## src/rtl/btn_evt_pkg.sv

```systemverilog
// ---------------------------------------------------------------------------
// btn_evt_pkg
// Shared types and constants for the button event controller.
//   evt_type_e  : classified event type, encoded as it appears on the bus
//   cls_state_e : per-channel press classifier state
//   evt_entry_t : one event FIFO entry {type, channel}
//   ADDR_*      : register offsets, decoded from HADDR[3:2]
//   HTRANS_IDLE : AHB idle transfer encoding
// ---------------------------------------------------------------------------
package btn_evt_pkg;

  typedef enum logic [1:0] {
    EVT_NONE  = 2'b00,
    EVT_SHORT = 2'b01,
    EVT_LONG  = 2'b10
  } evt_type_e;

  typedef enum logic {
    CLS_IDLE = 1'b0,
    CLS_HELD = 1'b1
  } cls_state_e;

  typedef struct packed {
    evt_type_e   evt_type;
    logic [3:0]  chan;
  } evt_entry_t;

  localparam logic [1:0] ADDR_STATUS = 2'd0;
  localparam logic [1:0] ADDR_EVENT  = 2'd1;
  localparam logic [1:0] ADDR_LEVEL  = 2'd2;
  localparam logic [1:0] ADDR_CTRL   = 2'd3;

  localparam logic [1:0] HTRANS_IDLE = 2'b00;

endpackage

```

## src/rtl/btn_channel.sv

```systemverilog
// ---------------------------------------------------------------------------
// btn_channel
// One push-button channel: 2-flop synchroniser, debouncer and short/long
// press classifier.
// Ports:
//   i_clk, i_rst_n  : clock, asynchronous active-low reset
//   i_n_button      : raw active-low button input (asynchronous)
//   o_level         : debounced stable level (1 = released)
//   o_pend_short    : one-cycle pulse, short press completed
//   o_pend_long     : one-cycle pulse, long press threshold reached
// ---------------------------------------------------------------------------
module btn_channel
  import btn_evt_pkg::*;
#(
  parameter int DEB_CYCLES  = 900,
  parameter int LONG_CYCLES = 16000
) (
  input  logic i_clk,
  input  logic i_rst_n,
  input  logic i_n_button,
  output logic o_level,
  output logic o_pend_short,
  output logic o_pend_long
);

  localparam int DEB_W  = $clog2(DEB_CYCLES + 1);
  localparam int HOLD_W = $clog2(LONG_CYCLES + 1);

  logic              r_sync1;
  logic              r_sync2;
  logic              r_stable;
  logic [DEB_W-1:0]  r_deb_cnt;
  cls_state_e        r_state;
  cls_state_e        w_state_nxt;
  logic [HOLD_W-1:0] r_hold_cnt;
  logic [HOLD_W-1:0] w_hold_cnt_nxt;
  logic              w_flip;
  logic              w_press;
  logic              w_release;
  logic              w_short;
  logic              w_long;
  logic              r_pend_short;
  logic              r_pend_long;

  // Synchroniser resets to the released level so a quiet line never
  // produces a spurious press after reset.
  always_ff @(posedge i_clk or negedge i_rst_n) begin
    if (!i_rst_n) begin
      r_sync1 <= 1'b1;
      r_sync2 <= 1'b1;
    end else begin
      r_sync1 <= i_n_button;
      r_sync2 <= r_sync1;
    end
  end

  // The flip happens on the cycle that would bring the count to DEB_CYCLES.
  assign w_flip    = (r_sync2 != r_stable) && (r_deb_cnt == DEB_W'(DEB_CYCLES - 1));
  assign w_press   = w_flip && r_stable;
  assign w_release = w_flip && !r_stable;

  // Debouncer: any cycle that agrees with the stable level restarts the count.
  always_ff @(posedge i_clk or negedge i_rst_n) begin
    if (!i_rst_n) begin
      r_stable  <= 1'b1;
      r_deb_cnt <= '0;
    end else if (r_sync2 == r_stable) begin
      r_deb_cnt <= '0;
    end else if (w_flip) begin
      r_stable  <= r_sync2;
      r_deb_cnt <= '0;
    end else begin
      r_deb_cnt <= r_deb_cnt + DEB_W'(1);
    end
  end

  // Classifier: the hold counter saturates, so LONG fires exactly once and
  // a later release sees the counter at LONG_CYCLES and stays silent.
  always_comb begin
    w_state_nxt    = r_state;
    w_hold_cnt_nxt = r_hold_cnt;
    w_short        = 1'b0;
    w_long         = 1'b0;
    case (r_state)
      CLS_IDLE: begin
        if (w_press) begin
          w_state_nxt    = CLS_HELD;
          w_hold_cnt_nxt = '0;
        end
      end
      CLS_HELD: begin
        if (w_release) begin
          w_state_nxt = CLS_IDLE;
          w_short     = (r_hold_cnt < HOLD_W'(LONG_CYCLES));
        end else if (r_hold_cnt < HOLD_W'(LONG_CYCLES)) begin
          w_hold_cnt_nxt = r_hold_cnt + HOLD_W'(1);
          w_long         = (r_hold_cnt == HOLD_W'(LONG_CYCLES - 1));
        end
      end
      default: w_state_nxt = CLS_IDLE;
    endcase
  end

  always_ff @(posedge i_clk or negedge i_rst_n) begin
    if (!i_rst_n) begin
      r_state      <= CLS_IDLE;
      r_hold_cnt   <= '0;
      r_pend_short <= 1'b0;
      r_pend_long  <= 1'b0;
    end else begin
      r_state      <= w_state_nxt;
      r_hold_cnt   <= w_hold_cnt_nxt;
      r_pend_short <= w_short;
      r_pend_long  <= w_long;
    end
  end

  assign o_level      = r_stable;
  assign o_pend_short = r_pend_short;
  assign o_pend_long  = r_pend_long;

endmodule

```

## src/rtl/button_event_ctrl.sv

```systemverilog
// ---------------------------------------------------------------------------
// button_event_ctrl
// AHB-Lite slave collecting short/long press events from NUM_BTN buttons
// into an event FIFO drained by the CPU through a read-to-pop register.
// Ports:
//   HCLK, HRESETn          : clock, asynchronous active-low reset
//   HADDR/HWDATA/HWRITE/
//   HREADY/HSEL/HSIZE/HTRANS : AHB-Lite slave inputs (HADDR[3:2] decoded)
//   nButton                : raw active-low buttons
//   HRDATA                 : read data, valid in the data phase
//   HREADYOUT              : always 1, zero wait states
//   IRQ                    : IRQ_EN and FIFO not empty
// Registers: 0x0 STATUS, 0x4 EVENT (read pops), 0x8 LEVEL, 0xC CTRL.
// ---------------------------------------------------------------------------
module button_event_ctrl
  import btn_evt_pkg::*;
#(
  parameter int NUM_BTN     = 4,
  parameter int DEB_CYCLES  = 900,
  parameter int LONG_CYCLES = 16000,
  parameter int FIFO_DEPTH  = 8
) (
  input  logic               HCLK,
  input  logic               HRESETn,
  input  logic [31:0]        HADDR,
  input  logic [31:0]        HWDATA,
  input  logic               HWRITE,
  input  logic               HREADY,
  input  logic               HSEL,
  input  logic [2:0]         HSIZE,
  input  logic [1:0]         HTRANS,
  input  logic [NUM_BTN-1:0] nButton,
  output logic [31:0]        HRDATA,
  output logic               HREADYOUT,
  output logic               IRQ
);

  localparam int PTR_W = $clog2(FIFO_DEPTH);
  localparam int CNT_W = 6;

  logic [NUM_BTN-1:0] w_level;
  logic [NUM_BTN-1:0] w_pend_short;
  logic [NUM_BTN-1:0] w_pend_long;
  evt_type_e          r_pend [NUM_BTN];
  logic               w_grant_valid;
  logic [3:0]         w_grant_idx;
  evt_type_e          w_grant_type;
  evt_entry_t         r_fifo [FIFO_DEPTH];
  evt_entry_t         w_head;
  logic [PTR_W-1:0]   r_wr_ptr;
  logic [PTR_W-1:0]   r_rd_ptr;
  logic [CNT_W-1:0]   r_count;
  logic               w_empty;
  logic               w_full;
  logic               w_push;
  logic               w_pop;
  logic               w_drop;
  logic               r_ovf;
  logic               r_irq_en;
  logic               r_dp_valid;
  logic               r_dp_write;
  logic [1:0]         r_dp_addr;
  logic               w_rd;
  logic               w_wr;
  logic               w_ctrl_wr;
  logic               w_unused;

  for (genvar gi = 0; gi < NUM_BTN; gi++) begin : g_chan
    btn_channel #(
      .DEB_CYCLES  (DEB_CYCLES),
      .LONG_CYCLES (LONG_CYCLES)
    ) u_chan (
      .i_clk        (HCLK),
      .i_rst_n      (HRESETn),
      .i_n_button   (nButton[gi]),
      .o_level      (w_level[gi]),
      .o_pend_short (w_pend_short[gi]),
      .o_pend_long  (w_pend_long[gi])
    );
  end

  // Fixed priority: scanning downward leaves the lowest pending index granted.
  always_comb begin
    w_grant_valid = 1'b0;
    w_grant_idx   = '0;
    w_grant_type  = EVT_NONE;
    for (int i = NUM_BTN - 1; i >= 0; i--) begin
      if (r_pend[i] != EVT_NONE) begin
        w_grant_valid = 1'b1;
        w_grant_idx   = 4'(i);
        w_grant_type  = r_pend[i];
      end
    end
  end

  // A fresh pulse takes precedence over clearing a granted flag.
  always_ff @(posedge HCLK or negedge HRESETn) begin
    if (!HRESETn) begin
      for (int i = 0; i < NUM_BTN; i++) r_pend[i] <= EVT_NONE;
    end else begin
      for (int i = 0; i < NUM_BTN; i++) begin
        if (w_pend_long[i])
          r_pend[i] <= EVT_LONG;
        else if (w_pend_short[i])
          r_pend[i] <= EVT_SHORT;
        else if (w_grant_valid && (w_grant_idx == 4'(i)))
          r_pend[i] <= EVT_NONE;
      end
    end
  end

  // Address phase capture; the transfer acts in the following cycle.
  always_ff @(posedge HCLK or negedge HRESETn) begin
    if (!HRESETn) begin
      r_dp_valid <= 1'b0;
      r_dp_write <= 1'b0;
      r_dp_addr  <= '0;
    end else begin
      r_dp_valid <= HSEL && HREADY && (HTRANS != HTRANS_IDLE);
      r_dp_write <= HWRITE;
      r_dp_addr  <= HADDR[3:2];
    end
  end

  assign w_rd      = r_dp_valid && !r_dp_write;
  assign w_wr      = r_dp_valid && r_dp_write;
  assign w_ctrl_wr = w_wr && (r_dp_addr == ADDR_CTRL);
  assign w_empty   = (r_count == '0);
  assign w_full    = (r_count == CNT_W'(FIFO_DEPTH));
  assign w_pop     = w_rd && (r_dp_addr == ADDR_EVENT) && !w_empty;
  // A pop in the same cycle frees the slot, so a full FIFO still accepts.
  assign w_push    = w_grant_valid && (!w_full || w_pop);
  assign w_drop    = w_grant_valid && !w_push;
  assign w_head    = r_fifo[r_rd_ptr];

  // Entry storage needs no reset; only slots below r_count are ever read.
  always_ff @(posedge HCLK) begin
    if (w_push) r_fifo[r_wr_ptr] <= '{evt_type: w_grant_type, chan: w_grant_idx};
  end

  always_ff @(posedge HCLK or negedge HRESETn) begin
    if (!HRESETn) begin
      r_wr_ptr <= '0;
      r_rd_ptr <= '0;
      r_count  <= '0;
    end else begin
      if (w_push) r_wr_ptr <= r_wr_ptr + PTR_W'(1);
      if (w_pop)  r_rd_ptr <= r_rd_ptr + PTR_W'(1);
      case ({w_push, w_pop})
        2'b10:   r_count <= r_count + CNT_W'(1);
        2'b01:   r_count <= r_count - CNT_W'(1);
        default: r_count <= r_count;
      endcase
    end
  end

  // Overflow is sticky; a drop in the same cycle as the clear keeps it set.
  always_ff @(posedge HCLK or negedge HRESETn) begin
    if (!HRESETn) begin
      r_ovf    <= 1'b0;
      r_irq_en <= 1'b0;
    end else begin
      if (w_drop)
        r_ovf <= 1'b1;
      else if (w_ctrl_wr && HWDATA[1])
        r_ovf <= 1'b0;
      if (w_ctrl_wr) r_irq_en <= HWDATA[0];
    end
  end

  // Read mux; EVENT returns the head combinationally while the pop lands at
  // the end of this data cycle.
  always_comb begin
    HRDATA = '0;
    if (w_rd) begin
      case (r_dp_addr)
        ADDR_STATUS: begin
          HRDATA[31]  = r_ovf;
          HRDATA[16]  = w_full;
          HRDATA[15]  = w_empty;
          HRDATA[5:0] = r_count;
        end
        ADDR_EVENT: begin
          if (!w_empty) begin
            HRDATA[31]  = 1'b1;
            HRDATA[9:8] = w_head.evt_type;
            HRDATA[3:0] = w_head.chan;
          end
        end
        ADDR_LEVEL: HRDATA[NUM_BTN-1:0] = ~w_level;
        ADDR_CTRL:  HRDATA[0] = r_irq_en;
        default:    HRDATA = '0;
      endcase
    end
  end

  assign HREADYOUT = 1'b1;
  assign IRQ       = r_irq_en && !w_empty;

  assign w_unused = ^{HSIZE, HADDR[31:4], HADDR[1:0], HWDATA[31:2]};

endmodule

```

## config.mk

```make
export PLATFORM = sky130hd
export DESIGN_NAME = button_event_ctrl
export DESIGN_NICKNAME = d
export VERILOG_FILES = /design/src/rtl/btn_evt_pkg.sv /design/src/rtl/btn_channel.sv /design/src/rtl/button_event_ctrl.sv
export SDC_FILE = /design/constraint.sdc
export NUM_CORES = 1
export LEC_CHECK = 0
export BUFFER_PORTS_ARGS = -buffer_cell sky130_fd_sc_hd__buf_4
export CORE_UTILIZATION = 25
export CTS_CLUSTER_DIAMETER = 100
export DETAILED_ROUTE_END_ITERATION = 6
export PLACE_DENSITY = 0.37
export RECOVER_POWER = 100
export SLEW_MARGIN = 10
export SYNTH_ARGS = -nofsm -noshare
export SYNTH_HDL_FRONTEND = slang
export SYNTH_SLANG_ARGS = --single-unit
```

## constraint.sdc

```tcl
create_clock -name HCLK -period 3 [get_ports HCLK]
set_input_delay 0.3 -clock HCLK [delete_from_list [all_inputs] [get_ports HCLK]]
set_output_delay 0.3 -clock HCLK [all_outputs]
set_load 0.005 [all_outputs]
```

==> results.yml <==
run_status:
  status: "finished, violations left"
  violations: "max-capacitance violations, max-slew violations"
floorplanning:
  die_h_um: 188
  start_util: 0.256
  io_pins: 112
  dieArea_mm2: 0.0354
  core_mm2: 0.0338
  chipWidth_um: 188
  rows: 67
clock_network:
  clockBufferDepth: 2
  clk_latency_ps: 440
  cts_tree: "yes"
  cts_sinks: 178
  clk_pin_slew_ps: 70
  numCtsBuffers: 17
  ctsResizeCount: 0
  htree_levels: 4
  clockRootBuffer: "clkbuf_16"
finish:
  fin_util: 0.294
  fillCellCount: 3508
  nets: 973
  syn_to_final_growth_pct: 14.9
  drive_above_1_share: 0.106
  antennaDiodeCount: 0
yosys:
  ys_ff_latch: 178
  yosysSeqAreaShare: 0.535
  synth_area_mm2: 0.00866
  synth_cell_type_count: 59
  synth_edf_count: 32
  yosys_warnings: 0
  synth_area_per_cell_um2: 10.4
  yosys.area_share.simple: 0.226
  synth-xor-area-share: 0.0475
  synthArstFlopShare: 0.820
  synth.largest_area_cell: "dfrtp_1"
  syn_inst: 831
  synthMuxAreaShare: 0.0377
  synth_top_family_by_area: "simple AND/OR/NAND/NOR gates"
  netlist.area_leader.share: 0.387
  synthFlopType: "dfrtp_1"
  synth_fa_ha_area_frac: 0.0159
  synth_compound_area_frac: 0.0971
  synth_area_leaders: "dfrtp_1 (39%), edfxtp_1 (11%), dfstp_2 (3.6%), nand2_1 (3.3%), nor2_1 (3.3%)"
pwr:
  comb_power_share: 0.027
  swShare: 0.245
  ir_drop_mv: 0.268
  p_seq_frac: 0.522
  power_density_mw_per_mm2: 483
  intPower_uw: 3630
  pwr-share-clk: 0.451
  p_switching_uw: 1180
  p_leak_uw: 0.00398
place:
  gp_congestion: 0.740
  dp_hpwl_um: 13400
  io_buffers: 26
detailed_routing:
  vias: 6111
  totalWireLength_um: 19200
  viasPerCell: 4.54
  ant_nets: 0
  drc: 0
  wl_per_cell_um: 14.3
  first_pass_iters: 4
  drt-initial-drc-count: 270
global_routing:
  grt_pass1_vias: 6040
  grt_max_degree: 73
  grt_pass1_wl_um: 31900
  antenna_found_initial: 0
  overflow: 0
  grtUsageTotal: 0.114
sta:
  fin_crit_ps: 2730
  final.setup.tns_ps: 0
  setup_viol: 0
  relSlewSlack: -0.247
  finalHoldViolations: 0
  drv_slew: 73
  worstMarginPinSlew_ps: 1870
  max_freq_mhz: 366
  min_period_over_period: 0.911
  rsz0062_at_grt: "false"
  fin_worst_skew_ps: 11.2
setup_path:
  cpPeakStageDelay_ps: 630
  arrival_ps: 2430
  path_class: "flip-flop to output pin"
  critical_path.max_fanout: 10
  worst_ep_required_time_ps: 2700
  cp-end-kind: "output pin"
  worst_path_max_delay_cell: "dfrtp_1"
  start_kind: "flip-flop"
  crit_chain: "mux4_2 -> mux2i_1 -> nor3_1 -> a21oi_1 -> nor2_1 -> clkbuf_4"
job:
  max-cap-violations: 1
worst_hold_path:
  min_path_type: "input pin to flip-flop"
cell usage in the layout, fill, tap and decap left out, types with 9 or more instances in the layout:
master       n
nand3_1     34
nor3_1      29
o21ai_0     40
nor4_1      14
dfstp_2      9
clkbuf_1    16
mux2i_1      9
and4_1      10
ha_1        11
nand2b_1    16
nor2_1      75
or4_1       19
a21oi_1     51
and3_1      13
inv_1       25
or3_1       24
clkbuf_4    13
o31ai_1     14
clkbuf_16   17
nand4_1     18
buf_4       17
conb_1      22
nand2_1     76
dfrtp_1    134
xnor2_1     30
edfxtp_1    32
xor2_1      17
worst paths after layout:
check	start	slack, ps	end	depth (start not counted)
setup / recovery	r_rd_ptr[1]$_DFFE_PN0P_	270	HRDATA[1]	6
hold / removal	HSEL	100	r_dp_valid$_DFF_PN0_	2
setup reg to reg	g_chan[2].u_chan.r_deb_cnt[5]$_DFF_PN0_	280	g_chan[2].u_chan.r_hold_cnt[8]$_DFFE_PN0P_	5
hold reg to reg	g_chan[3].u_chan.r_sync1$_DFF_PN1_	360	g_chan[3].u_chan.r_sync2$_DFF_PN1_	0
max in group asynchronous	HRESETn	640	g_chan[1].u_chan.r_hold_cnt[0]$_DFFE_PN0P_	3
min in group asynchronous	HRESETn	920	g_chan[2].u_chan.r_hold_cnt[4]$_DFFE_PN0P_	2
routing by layer:
layer | routed length, µm | global-route usage
met1 | 10100 | 0.159
met2 | 8500 | 0.178
met3 | 331 | 0.0219
met4 | 221 | 0.0378
met5 | 0 | 0
power groups by stage:
stage	sequential, µW	combinational, µW	clock [µW]
after floorplan	2550	77.6	0
after global placement	2550	138	0
after detailed placement	2560	137	0
after CTS	2510	146	2260
after global routing	2510	154	2350
final	2510	130	2170
synthesized netlist by cell type (all sizes together) (2+ instances only):
master,n
dfrtp,134
o211a,3
nand2b,16
mux4,8
nor2b,6
a21oi,51
or2,5
nor2,75
mux2,5
o21bai,3
xnor2,30
xor2,17
nand4,18
inv,25
mux2i,9
edfxtp,32
nand3,34
o211ai,5
and2,10
or3,24
o31ai,14
o2111ai,3
clkbuf,17
nand2,76
nor3b,2
a22o,3
ha,11
or4b,3
and3,13
o21ai,40
and4,10
nand4b,4
nor4,15
conb,2
dfstp,12
buf,26
or4,19
o21a,5
a31o,3
nor3,29
nor4bb,2
registers in the layout, summed over array words and instances (netlist names), 6 cells and up:
signal and flops:
r_count 6, r_pend 8, r_fifo 32, g_chan.u_chan.r_hold_cnt 56, g_chan.u_chan.r_deb_cnt 40
layout make-up:
class / instances / area, µm² / share of cell area
tap: 448 / 561 / 0.0564
inverter: 25 / 93.8 / 0.00944
clock inverter: 15 / 140 / 0.0141
clock buffer: 17 / 425 / 0.0428
multi-input combinational: 605 / 3710 / 0.374
timing repair buffer: 57 / 380 / 0.0382
sequential: 178 / 4630 / 0.466
through the flow:
step	std cells	area [µm²]	hold WS, ps	power, µW	worst slack, ps
floorplan	851	8730	4.41	2630	438
global placement	1305	9430	346	2690	393
detailed placement	1305	9430	347	2690	425
CTS	1345	10100	77.7	4910	192
global route	1345	9940	94.5	5010	82.3
finish	1345	9940	97.7	4800	266
critical path, delay by kind of cell, from the launching register on:
family          cells  cell delay, ps
simple gates        2             180
flops               1             630
compound gates      1             180
buf+inv             1             150
mux                 2             860
timing repair:
item	4_1_cts	5_1_grt
hold buffers	8	0
endpoints found under the hold margin	67	0
setup buffers	0	0
logic make-up after synthesis:
logic type / after synthesis
simple gates: 364
flops: 178
compound gates: 139
buf+inv: 68
xor+xnor: 47
mux: 22
fa+ha+maj: 11
other cells: 2
(Power assumes the default switching activity.)
